File: config.mk
export PLATFORM = sky130hd
export DESIGN_NAME = ramp_sequencer
export DESIGN_NICKNAME = d
export VERILOG_FILES = /design/src/rtl/ramp_sequencer.sv
export SDC_FILE = /design/constraint.sdc
export NUM_CORES = 1
export LEC_CHECK = 0
export BUFFER_PORTS_ARGS = -buffer_cell sky130_fd_sc_hd__buf_4
export CAP_MARGIN = 20
export CORE_ASPECT_RATIO = 0.9
export CORE_UTILIZATION = 55
export CTS_CLUSTER_DIAMETER = 200
export DETAILED_ROUTE_END_ITERATION = 8
export PLACE_DENSITY = 0.76
export SLEW_MARGIN = 40
export SYNTH_ARGS = -nofsm -noshare
export SYNTH_HDL_FRONTEND = slang
export SYNTH_SLANG_ARGS = --single-unit
File: constraint.sdc
create_clock -name clk -period 3.2 [get_ports clk]
set_input_delay 0.16 -clock clk [delete_from_list [all_inputs] [get_ports clk]]
set_output_delay 0.16 -clock clk [all_outputs]
set_load 0.05 [all_outputs]
File: src/rtl/ramp_sequencer.sv
// Ramp sequencer: one shared step-rate counter drives NUM_CH phase-offset
// position counters (0..POS_MAX) in lockstep. Commands arrive over valid/ready.
// A speed change made while running is held as pending and applied on the
// next step boundary, so every step runs entirely at one rate.
module ramp_sequencer #(
    parameter int unsigned NUM_CH        = 3,
    parameter int unsigned POS_MAX       = 359,
    parameter int unsigned PHASE_STEP    = 120,
    parameter int unsigned DELAY_W       = 22,
    parameter int unsigned DEFAULT_DELAY = 41666
) (
    input  logic                  clk,
    input  logic                  rst_n,
    input  logic                  cmd_valid,
    output logic                  cmd_ready,
    input  logic [1:0]            cmd_op,
    input  logic [DELAY_W-1:0]    cmd_arg,
    output logic [NUM_CH*9-1:0]   pos_out,
    output logic                  step_tick,
    output logic                  running
);

    typedef enum logic [0:0] {StIdle, StRun} state_e;

    localparam logic [1:0]         OpStart    = 2'd0;
    localparam logic [1:0]         OpStop     = 2'd1;
    localparam logic [1:0]         OpSetDelay = 2'd2;
    localparam logic [1:0]         OpAlign    = 2'd3;
    localparam logic [8:0]         PosMax     = 9'(POS_MAX);
    localparam logic [DELAY_W-1:0] DefDelay   = DELAY_W'(DEFAULT_DELAY);

    // Reset/realign phase offset of channel k.
    function automatic logic [8:0] reset_pos(input int unsigned k);
        return 9'((k * PHASE_STEP) % (POS_MAX + 1));
    endfunction

    state_e               state_q, state_d;
    logic [DELAY_W-1:0]   counter_q, counter_d;
    logic [DELAY_W-1:0]   active_delay_q, active_delay_d;
    logic [DELAY_W-1:0]   pending_delay_q, pending_delay_d;
    logic                 delay_pending_q, delay_pending_d;
    logic [8:0]           pos_q [NUM_CH];
    logic [8:0]           pos_d [NUM_CH];
    logic                 step_tick_q, step_tick_d;
    logic                 running_q;

    logic accept, is_run, do_start, do_stop, do_set, do_align, boundary;

    // Command decode; STOP and ALIGN both pre-empt a coincident step boundary.
    always_comb begin
        cmd_ready = !delay_pending_q;
        accept    = cmd_valid && cmd_ready;
        is_run    = (state_q == StRun);
        do_start  = accept && (cmd_op == OpStart) && !is_run;
        do_stop   = accept && (cmd_op == OpStop) && is_run;
        do_set    = accept && (cmd_op == OpSetDelay);
        do_align  = accept && (cmd_op == OpAlign);
        boundary  = is_run && (counter_q >= active_delay_q) && !do_stop && !do_align;
    end

    // FSM next state.
    always_comb begin
        state_d = state_q;
        unique case (state_q)
            StIdle:  if (do_start) state_d = StRun;
            StRun:   if (do_stop)  state_d = StIdle;
            default: state_d = StIdle;
        endcase
    end

    // FSM state register.
    always_ff @(posedge clk or negedge rst_n) begin
        if (!rst_n) begin
            state_q <= StIdle;
        end else begin
            state_q <= state_d;
        end
    end

    // Datapath next state: counter, positions, delay bookkeeping, tick.
    always_comb begin
        counter_d       = counter_q;
        active_delay_d  = active_delay_q;
        pending_delay_d = pending_delay_q;
        delay_pending_d = delay_pending_q;
        step_tick_d     = 1'b0;
        for (int k = 0; k < int'(NUM_CH); k++) begin
            pos_d[k] = pos_q[k];
        end

        if (do_align) begin
            counter_d = '0;
            for (int k = 0; k < int'(NUM_CH); k++) begin
                pos_d[k] = reset_pos(k);
            end
        end else if (boundary) begin
            counter_d   = '0;
            step_tick_d = 1'b1;
            for (int k = 0; k < int'(NUM_CH); k++) begin
                pos_d[k] = (pos_q[k] == PosMax) ? 9'd0 : pos_q[k] + 9'd1;
            end
            if (delay_pending_q) begin
                active_delay_d  = pending_delay_q;
                delay_pending_d = 1'b0;
            end
        end else if (is_run && !do_stop) begin
            counter_d = counter_q + 1'b1;
        end

        // Leaving RUN must never strand a pending delay.
        if (do_stop && delay_pending_q) begin
            active_delay_d  = pending_delay_q;
            delay_pending_d = 1'b0;
        end

        if (do_set) begin
            if (is_run) begin
                pending_delay_d = cmd_arg;
                delay_pending_d = 1'b1;
            end else begin
                active_delay_d = cmd_arg;
            end
        end
    end

    // Datapath registers.
    always_ff @(posedge clk or negedge rst_n) begin
        if (!rst_n) begin
            counter_q       <= '0;
            active_delay_q  <= DefDelay;
            pending_delay_q <= '0;
            delay_pending_q <= 1'b0;
            step_tick_q     <= 1'b0;
            running_q       <= 1'b0;
            for (int k = 0; k < int'(NUM_CH); k++) begin
                pos_q[k] <= reset_pos(k);
            end
        end else begin
            counter_q       <= counter_d;
            active_delay_q  <= active_delay_d;
            pending_delay_q <= pending_delay_d;
            delay_pending_q <= delay_pending_d;
            step_tick_q     <= step_tick_d;
            running_q       <= (state_d == StRun);
            for (int k = 0; k < int'(NUM_CH); k++) begin
                pos_q[k] <= pos_d[k];
            end
        end
    end

    for (genvar g = 0; g < int'(NUM_CH); g++) begin : g_pos
        assign pos_out[9*g +: 9] = pos_q[g];
    end

    assign step_tick = step_tick_q;
    assign running   = running_q;

endmodule

==> out/metrics.yaml, run 1 <==
drcViolationCount: 0
crit_path_max_incr_delay_ns: 0.58
max_freq_ghz: 0.3475
drtAntennaViolNets: 0
fin_crit_sh: 0.8994
startpoint_type: "flip-flop"
synth_async_sr_flop_share: 1.000
synthesis.nets: 584
initial_core_util: 0.5674
r2r-start: "counter_q[0]"
clk_pin_slew_ns: 0.11
stdcell_count: 714
wire_per_inst_um: 14.96
diodes: 0
status: "completed"
vias: 4123
nNetsFinal: 640
die_h_um: 94.05
grt_first_pass_wirelength_um: 18660
maxCapViolCount: 0
insertion_delay_ns: 0.37
min_path_type: "primary input to flip-flop"
rsz0062_at_grt: "no"
clock-root-buffer: "clkbuf_8"
final-hold-violation-count: 0
finClkSkew_ns: 0.01066
grt_max_degree: 55
clockBufferDepth: 2
antenna_found_initial: 0
synth_cell_types: 52
hold_depth: 2
leakage_uw: 0.003045
synth_edf_count: 0
vias_per_cell: 5.775
synth.avg_cell_area_um2: 9.750
drv_slew: 0
yosysSeqAreaShare: 0.4674
finalCriticalPeriod_ns: 2.878
grtUsageTotal: 0.2379
dp_cells: 696
fin_tns_setup_ns: 0
grt_overflow: 0
stdcell_area_mm2: 0.005932
vdd_drop_max_v: 0.0002658
register_area_mm2: 0.002420
drt_iter0_drc: 210
reg2reg_depth: 9
crit_chain: "inv_1, ha_1, nand2b_1, a21oi_1, o221ai_1, and4bb_1, o21ai_4, nand2_1, nor2_1"
cts.sinks: 96
wl_um: 10690
layout-drive-gt1-share: 0.2213
cellPowerDensity_mw_per_mm2: 374.1
firstDrtPassIters: 4
dieArea_mm2: 0.009806
worstReg2RegEnd: "counter_q[8]"
synth_warnings: 0
dpl.hpwl_um: 7521
grt_pass1_vias: 3940
cts_tree: "yes"
crit_type: "flip-flop to flip-flop"
hold_slack_ns: 0.02384
multi_input_area_mm2: 0.002542
cts-resized-gates: 0
critPathMaxFanout: 29
end_kind: "flip-flop"
worstPathArrival_ns: 3.17
numCtsBuffers: 9
ys_ff_latch: 96
crit_slowest_cell: "o21ai_4"
netlist_instances: 531
gp_congestion: 0.8853
row_count: 33
finalPower_uw: 2219
slew_headroom: 0.5255
setup_viol: 0
layout_commonest_cell: "dfrtp_1"
holdCritStartpoint: "cmd_arg[8]"
htree_num_levels: 3
cts_setup_buffers: 0
place.port_buffers: 56
die_width_um: 104.3
ios: 57
worstMarginPinSlew_ns: 0.7118
r2r_slack_ns: 0.32
synth_area_mm2: 0.005177
mostFrequentLayoutCells: "82 x dfrtp_1, 66 x buf_4, 57 x nor2_1"
dpl_cell_area_mm2: 0.005723
cp.required_ns: 3.50
hold_end: "pending_delay_q[8]"
core_mm2: 0.009125
syn_to_final_growth_pct: 14.57
fillers: 807
synth_ff_type: "dfrtp_1"
==> per-layer routing <==
metal,wire length (um),global-route usage,vias up
met5,0,0,-
met2,5153,0.3979,106
met4,46,0.04405,0
met1,5019,0.3222,1995
met3,465,0.05062,4
li1,-,-,2018
==> worst max path at each step <==
stage                             startpoint       endpoint  cells past startpoint
final                           counter_q[0]   counter_q[8]                      9
after global routing           counter_q[19]  counter_q[16]                      8
after CTS                       counter_q[0]   counter_q[8]                      9
after detailed placement        counter_q[0]   counter_q[8]                      9
after global placement         counter_q[20]     pos_out[0]                      8
after floorplan           active_delay_q[15]  counter_q[13]                      9
==> kinds of logic (layout without fill, tap and decap cells) <==
logic type | count (synthesis) | after routing | share of synthesized area
buffers and inverters | 53 | 114 | 0.04277
AO/OA/AOI/OAI | 104 | 104 | 0.1254
XOR/XNOR | 15 | 15 | 0.02538
AND/OR/NAND/NOR | 193 | 193 | 0.1858
adder cells (fa/ha/maj) | 26 | 26 | 0.06283
multiplexers | 44 | 44 | 0.09038
flip-flops | 96 | 96 | 0.4674
==> worst max-delay path: cells and delay by family, from the launching register on <==
kind                     cells  cell delay, ns
AO/OA/AOI/OAI                3            0.89
adder cells (fa/ha/maj)      1            0.28
buffers and inverters        1            0.08
flip-flops                   1            0.41
AND/OR/NAND/NOR              4            1.13
==> synthesized netlist by cell type (all sizes together) (6+ instances only) <==
cell type,number,area share
a21oi,45,0.044
a31oi,10,0.012
and3,12,0.014
buf,10,0.012
clkbuf,13,0.0094
dfrtp,82,0.40
dfstp,14,0.071
ha,26,0.063
inv,30,0.022
mux2,22,0.048
mux2i,22,0.043
nand2,42,0.030
nand3,27,0.026
nand4,17,0.023
nor2,58,0.043
nor3,8,0.0077
o211ai,6,0.0097
o21ai,20,0.022
xnor2,6,0.010
xor2,9,0.015
==> stage by stage <==
| stage | worst slack (ns) | util |
|---|---|---|
| 3_3_place_gp | 0.3965 | 0.6265 |
| 2_1_floorplan | 0.8663 | - |
| 4_1_cts | 0.3145 | 0.6501 |
| 3_5_place_dp | 0.3290 | 0.6272 |
| 6_report | 0.3220 | 0.6501 |
| 5_1_grt | 0.1103 | 0.6501 |
==> area by class of cell <==
type	instances	share of cell area
sequential	96	0.4079
inverter	30	0.01898
multi-input combinational	382	0.4286
timing repair buffer	68	0.08690
clock buffer	9	0.02088
clock inverter	7	0.01097
tap	122	0.02573
==> sequential cells by signal, summed over array words and instances (netlist names) <==
signal / flops
running: 1
pending_delay_q: 22
pos_out: 27
delay_pending_q: 1
counter_q: 22
active_delay_q: 22
step_tick: 1
==> power breakdown <==
group | internal, uW | switching [uW]
clock | 300 | 476
sequential | 1240 | 39.5
combinational | 68.6 | 93.8
==> what timing repair did <==
item                                    4_1_cts  5_1_grt
endpoints found under the setup margin        0        0
hold buffers                                  2        0
hold endpoints to repair                     50        0
Note: power is estimated with default switching activity, not from simulation.
==> inputs of run 2 (changes only) <==
--- a/config.mk
+++ b/config.mk
@@ -11,7 +11,9 @@
 export CORE_UTILIZATION = 55
 export CTS_CLUSTER_DIAMETER = 200
 export DETAILED_ROUTE_END_ITERATION = 8
+export GPL_ROUTABILITY_DRIVEN = 0
 export PLACE_DENSITY = 0.76
+export REMOVE_ABC_BUFFERS = 1
 export SLEW_MARGIN = 40
 export SYNTH_ARGS = -nofsm -noshare
 export SYNTH_HDL_FRONTEND = slang
==> constraint.sdc (replaced) <==
create_clock -name clk -period 3.4 [get_ports clk]
set_input_delay 0.17 -clock clk [delete_from_list [all_inputs] [get_ports clk]]
set_output_delay 0.17 -clock clk [all_outputs]
set_load 0.05 [all_outputs]
==> out/metrics.yaml, run 2 (synthesis gave the netlist of run 1 again) <==
status: "completed"
leakage_uw: 0.003038
startpoint_type: "flip-flop"
finClkSkew_ns: 0.01209
numCtsBuffers: 9
rsz0062_at_grt: "no"
vdd_drop_max_v: 0.0002383
diodes: 0
dieArea_mm2: 0.009806
layout-drive-gt1-share: 0.2183
end_kind: "flip-flop"
cts-resized-gates: 0
syn_to_final_growth_pct: 14.38
htree_num_levels: 3
place.port_buffers: 56
drv_slew: 0
dp_worst_setup_slack_ns: 0.4478
drt_iter0_drc: 311
grtUsageTotal: 0.2439
grt_overflow: 0
layout_commonest_cell: "dfrtp_1"
final-hold-violation-count: 0
crit_type: "flip-flop to flip-flop"
firstDrtPassIters: 4
drtAntennaViolNets: 0
antenna_found_initial: 0
cp.required_ns: 3.69
setup_viol: 0
max_freq_ghz: 0.3368
hold_slack_ns: 0.02849
fin_crit_sh: 0.8732
core_mm2: 0.009125
postCtsHoldBufs: 1
worstPathArrival_ns: 3.26
largest_reg_flops: 27
worstMarginPinSlew_ns: 0.7503
vias_per_cell: 5.886
row_count: 33
wl_um: 11020
clock-root-buffer: "clkbuf_8"
finalCriticalPeriod_ns: 2.969
clockBufferDepth: 2
ios: 57
fin_ws_ns: 0.4312
initial_core_util: 0.5674
grt_max_degree: 45
grt_pass1_vias: 4124
clk_pin_slew_ns: 0.10
drcViolationCount: 0
slew_headroom: 0.4979
min_path_type: "primary input to flip-flop"
vias: 4197
nNetsFinal: 639
finalPower_uw: 2098
fin_tns_setup_ns: 0
mostFrequentLayoutCells: "82 x dfrtp_1, 66 x buf_4, 57 x nor2_1"
die_width_um: 104.3
cts_setup_buffers: 0
cellPowerDensity_mw_per_mm2: 354.3
cts.sinks: 96
dpl.hpwl_um: 7732
die_h_um: 94.05
critPathMaxFanout: 35
insertion_delay_ns: 0.38
maxCapViolCount: 0
wire_per_inst_um: 15.46
grt_first_pass_wirelength_um: 19020
cts_tree: "yes"
[run 2: per-layer routing]
metal / track usage / wire [um] / vias to the layer above / part of all wire
met2: 0.4040 / 5229 / 126 / 0.47
met3: 0.05617 / 597 / 23 / 0.054
met5: 0 / 0 / - / 0
met1: 0.3107 / 4953 / 2018 / 0.45
met4: 0.09762 / 241 / 0 / 0.022
li1: - / - / 2030 / -
[run 2: stage by stage]
step / cells / util / instance area (um2)
2_1_floorplan: 508 / - / 5069
6_report: 713 / 0.6490 / 5922
4_1_cts: 713 / 0.6490 / 5922
5_1_grt: 713 / 0.6490 / 5922
3_5_place_dp: 696 / 0.6272 / 5723
3_3_place_gp: 696 / 0.6265 / 5717
[run 2: power by group]
part / internal [uW] / switching [uW]
clock: 339 / 404
combinational: 63.4 / 86.1
sequential: 1170 / 37.3
[run 2: worst paths after layout]
kind	startpoint	to	depth (start not counted)	slack, ns
hold / removal	cmd_arg[21]	pending_delay_q[21]	2	0.03
setup / recovery	active_delay_q[15]	counter_q[18]	9	0.43
hold reg to reg	pending_delay_q[7]	pending_delay_q[7]	1	0.51
max in group asynchronous	rst_n	active_delay_q[9]	3	2.30
setup reg to reg	active_delay_q[15]	counter_q[18]	9	0.43
min in group asynchronous	rst_n	pos_out[7]	2	0.27
[run 2: critical path: stages, from the launching register on]
cell     delay, ns
dfstp_2       0.54
inv_1         0.04
ha_1          0.29
a21oi_1       0.14
nor3_1        0.06
nor3_1        0.17
nand4_2       0.27
o21ai_4       0.70
nand2_1       0.48
nor2_1        0.21
[run 2: layout make-up]
type	count	area [um2]
Timing Repair Buffer	67	505.5
Fill cell	783	3203
Clock inverter	5	57.56
Clock buffer	11	131.4
Sequential cell	96	2420
Inverter	30	112.6
Tap cell	122	152.6
Multi-Input combinational cell	382	2542
==> inputs of run 3 (changes only) <==
==> constraint.sdc (replaced) <==
create_clock -name clk -period 2.9 [get_ports clk]
set_input_delay 0.145 -clock clk [delete_from_list [all_inputs] [get_ports clk]]
set_output_delay 0.145 -clock clk [all_outputs]
set_load 0.05 [all_outputs]
==> out/metrics.yaml, run 3 (synthesis gave the netlist of run 1 again) <==
status: "completed"
mostFrequentLayoutCells: "82 x dfrtp_1, 71 x buf_4, 57 x nor2_1"
antenna_found_initial: 0
cts.sinks: 96
crit_type: "flip-flop to flip-flop"
vdd_drop_max_v: 0.0002714
die_h_um: 94.05
route.met3.wl_um: 594
dp_worst_setup_slack_ns: 0.1187
worstMarginPinSlew_ns: 0.7322
place.port_buffers: 56
numCtsBuffers: 9
fin_crit_sh: 0.9390
clockBufferDepth: 2
firstDrtPassIters: 4
cellPowerDensity_mw_per_mm2: 394.2
finalPower_uw: 2405
crit_family: "compound AO/OA/AOI/OAI gates"
drv_slew: 0
grt_pass1_vias: 4214
crit_slowest_cell: "o21ai_4"
crit_chain: "inv_1, ha_1, a21oi_1, nor3_1, nor3_1, nand4_2, o21ai_4, buf_4, or3_1, a21oi_1"
wl_um: 10980
drt_iter0_drc: 203
die_width_um: 104.3
vias: 4210
layout_commonest_cell: "dfrtp_1"
max_freq_ghz: 0.3672
wl_met1_um: 4916
vias_per_cell: 5.744
fillers: 721
diodes: 0
finalCriticalPeriod_ns: 2.723
final-hold-violation-count: 0
clk_pin_slew_ns: 0.09
critPathMaxFanout: 31
dr_wl_met2_um: 5295
min_path_type: "primary input to flip-flop"
register_area_mm2: 0.002420
ios: 57
cp_num_buf_inv: 2
insertion_delay_ns: 0.37
nNetsFinal: 659
worstPathArrival_ns: 2.97
htree_num_levels: 3
crit_path_max_incr_delay_ns: 0.64
leakage_uw: 0.003125
cts_setup_buffers: 0
grt_overflow: 0
row_count: 33
grtUsageTotal: 0.2497
top_layer: "met4"
layout-drive-gt1-share: 0.2259
dieArea_mm2: 0.009806
wire_per_inst_um: 14.98
fin_ws_ns: 0.1769
rsz0062_at_grt: "no"
finClkSkew_ns: 0.006816
maxCapViolCount: 0
cts_tree: "yes"
syn_to_final_growth_pct: 17.86
drtAntennaViolNets: 0
fin_tns_setup_ns: 0
drcViolationCount: 0
cp.required_ns: 3.15
setup_viol: 0
slew_headroom: 0.5118
largest_reg_flops: 27
end_kind: "flip-flop"
grt_max_degree: 57
dpl.hpwl_um: 7649
startpoint_type: "flip-flop"
multi_input_area_mm2: 0.002542
clock-root-buffer: "clkbuf_8"
grt_first_pass_wirelength_um: 19430
core_mm2: 0.009125
initial_core_util: 0.5674
==> run 3: cell types whose count changed in the layout (fill, tap and decap cells not counted), sizes merged <==
cell and change:
buf +6, bufinv -1, clkbuf -2, clkinv +3, clkinvlp -1, dlygate4sd3 +14
inv +1
==> run 3: worst register-to-register path: stages (launching register included) <==
cell and delay, ns:
dfstp_2 0.54, inv_1 0.05, ha_1 0.29, a21oi_1 0.14
nor3_1 0.06, nor3_1 0.18, nand4_2 0.27, o21ai_4 0.64
buf_4 0.26, or3_1 0.11, a21oi_1 0.06
==> run 3: stage by stage <==
stage | cell area (um2) | hold slack (ns) | utilization | std cells
after floorplan | 5069 | -0.1506 | - | 508
after global placement | 5774 | 0.2496 | 0.6328 | 702
after detailed placement | 5774 | 0.2592 | 0.6328 | 702
after CTS | 6096 | 0.003744 | 0.6680 | 733
after global routing | 6102 | 0.006614 | 0.6687 | 733
final | 6102 | 0.02045 | 0.6687 | 733
==> run 3: final timing paths <==
kind / depth (start not counted) / slack, ns / start / to
max in group asynchronous: 3 / 1.80 / rst_n / active_delay_q[13]
min in group asynchronous: 2 / 0.36 / rst_n / pos_out[4]
worst min register to register: 1 / 0.52 / pending_delay_q[5] / pending_delay_q[5]
worst max-delay path: 10 / 0.18 / active_delay_q[15] / pos_out[9]
worst max register to register: 10 / 0.18 / active_delay_q[15] / pos_out[9]
worst min-delay path: 2 / 0.02 / cmd_arg[15] / pending_delay_q[15]
==> run 3: cell type report <==
| type | instances | share of cell area |
|---|---|---|
| Multi-Input combinational cell | 382 | 0.4167 |
| Sequential cell | 96 | 0.3966 |
| Timing Repair Buffer | 87 | 0.1152 |
| Tap cell | 122 | 0.02502 |
| Clock buffer | 9 | 0.02030 |
| Inverter | 30 | 0.01845 |
| Clock inverter | 7 | 0.007792 |
==> run 3: per-layer routing <==
| metal | up-vias | GRT usage |
|---|---|---|
| li1 | 2057 | - |
| met3 | 17 | 0.04785 |
| met5 | - | 0 |
| met4 | 0 | 0.09048 |
| met1 | 2006 | 0.3153 |
| met2 | 130 | 0.4288 |
==> run 3: report_power, final <==
part | switching (uW) | internal [uW]
clock | 489 | 312
sequential | 42.0 | 1370
combinational | 105 | 88.5
==> run 3: repair_timing <==
action,in CTS,in global routing
hold endpoints to repair,61,0
setup endpoints to repair,0,7
hold buffers,15,0
resized for setup,0,3
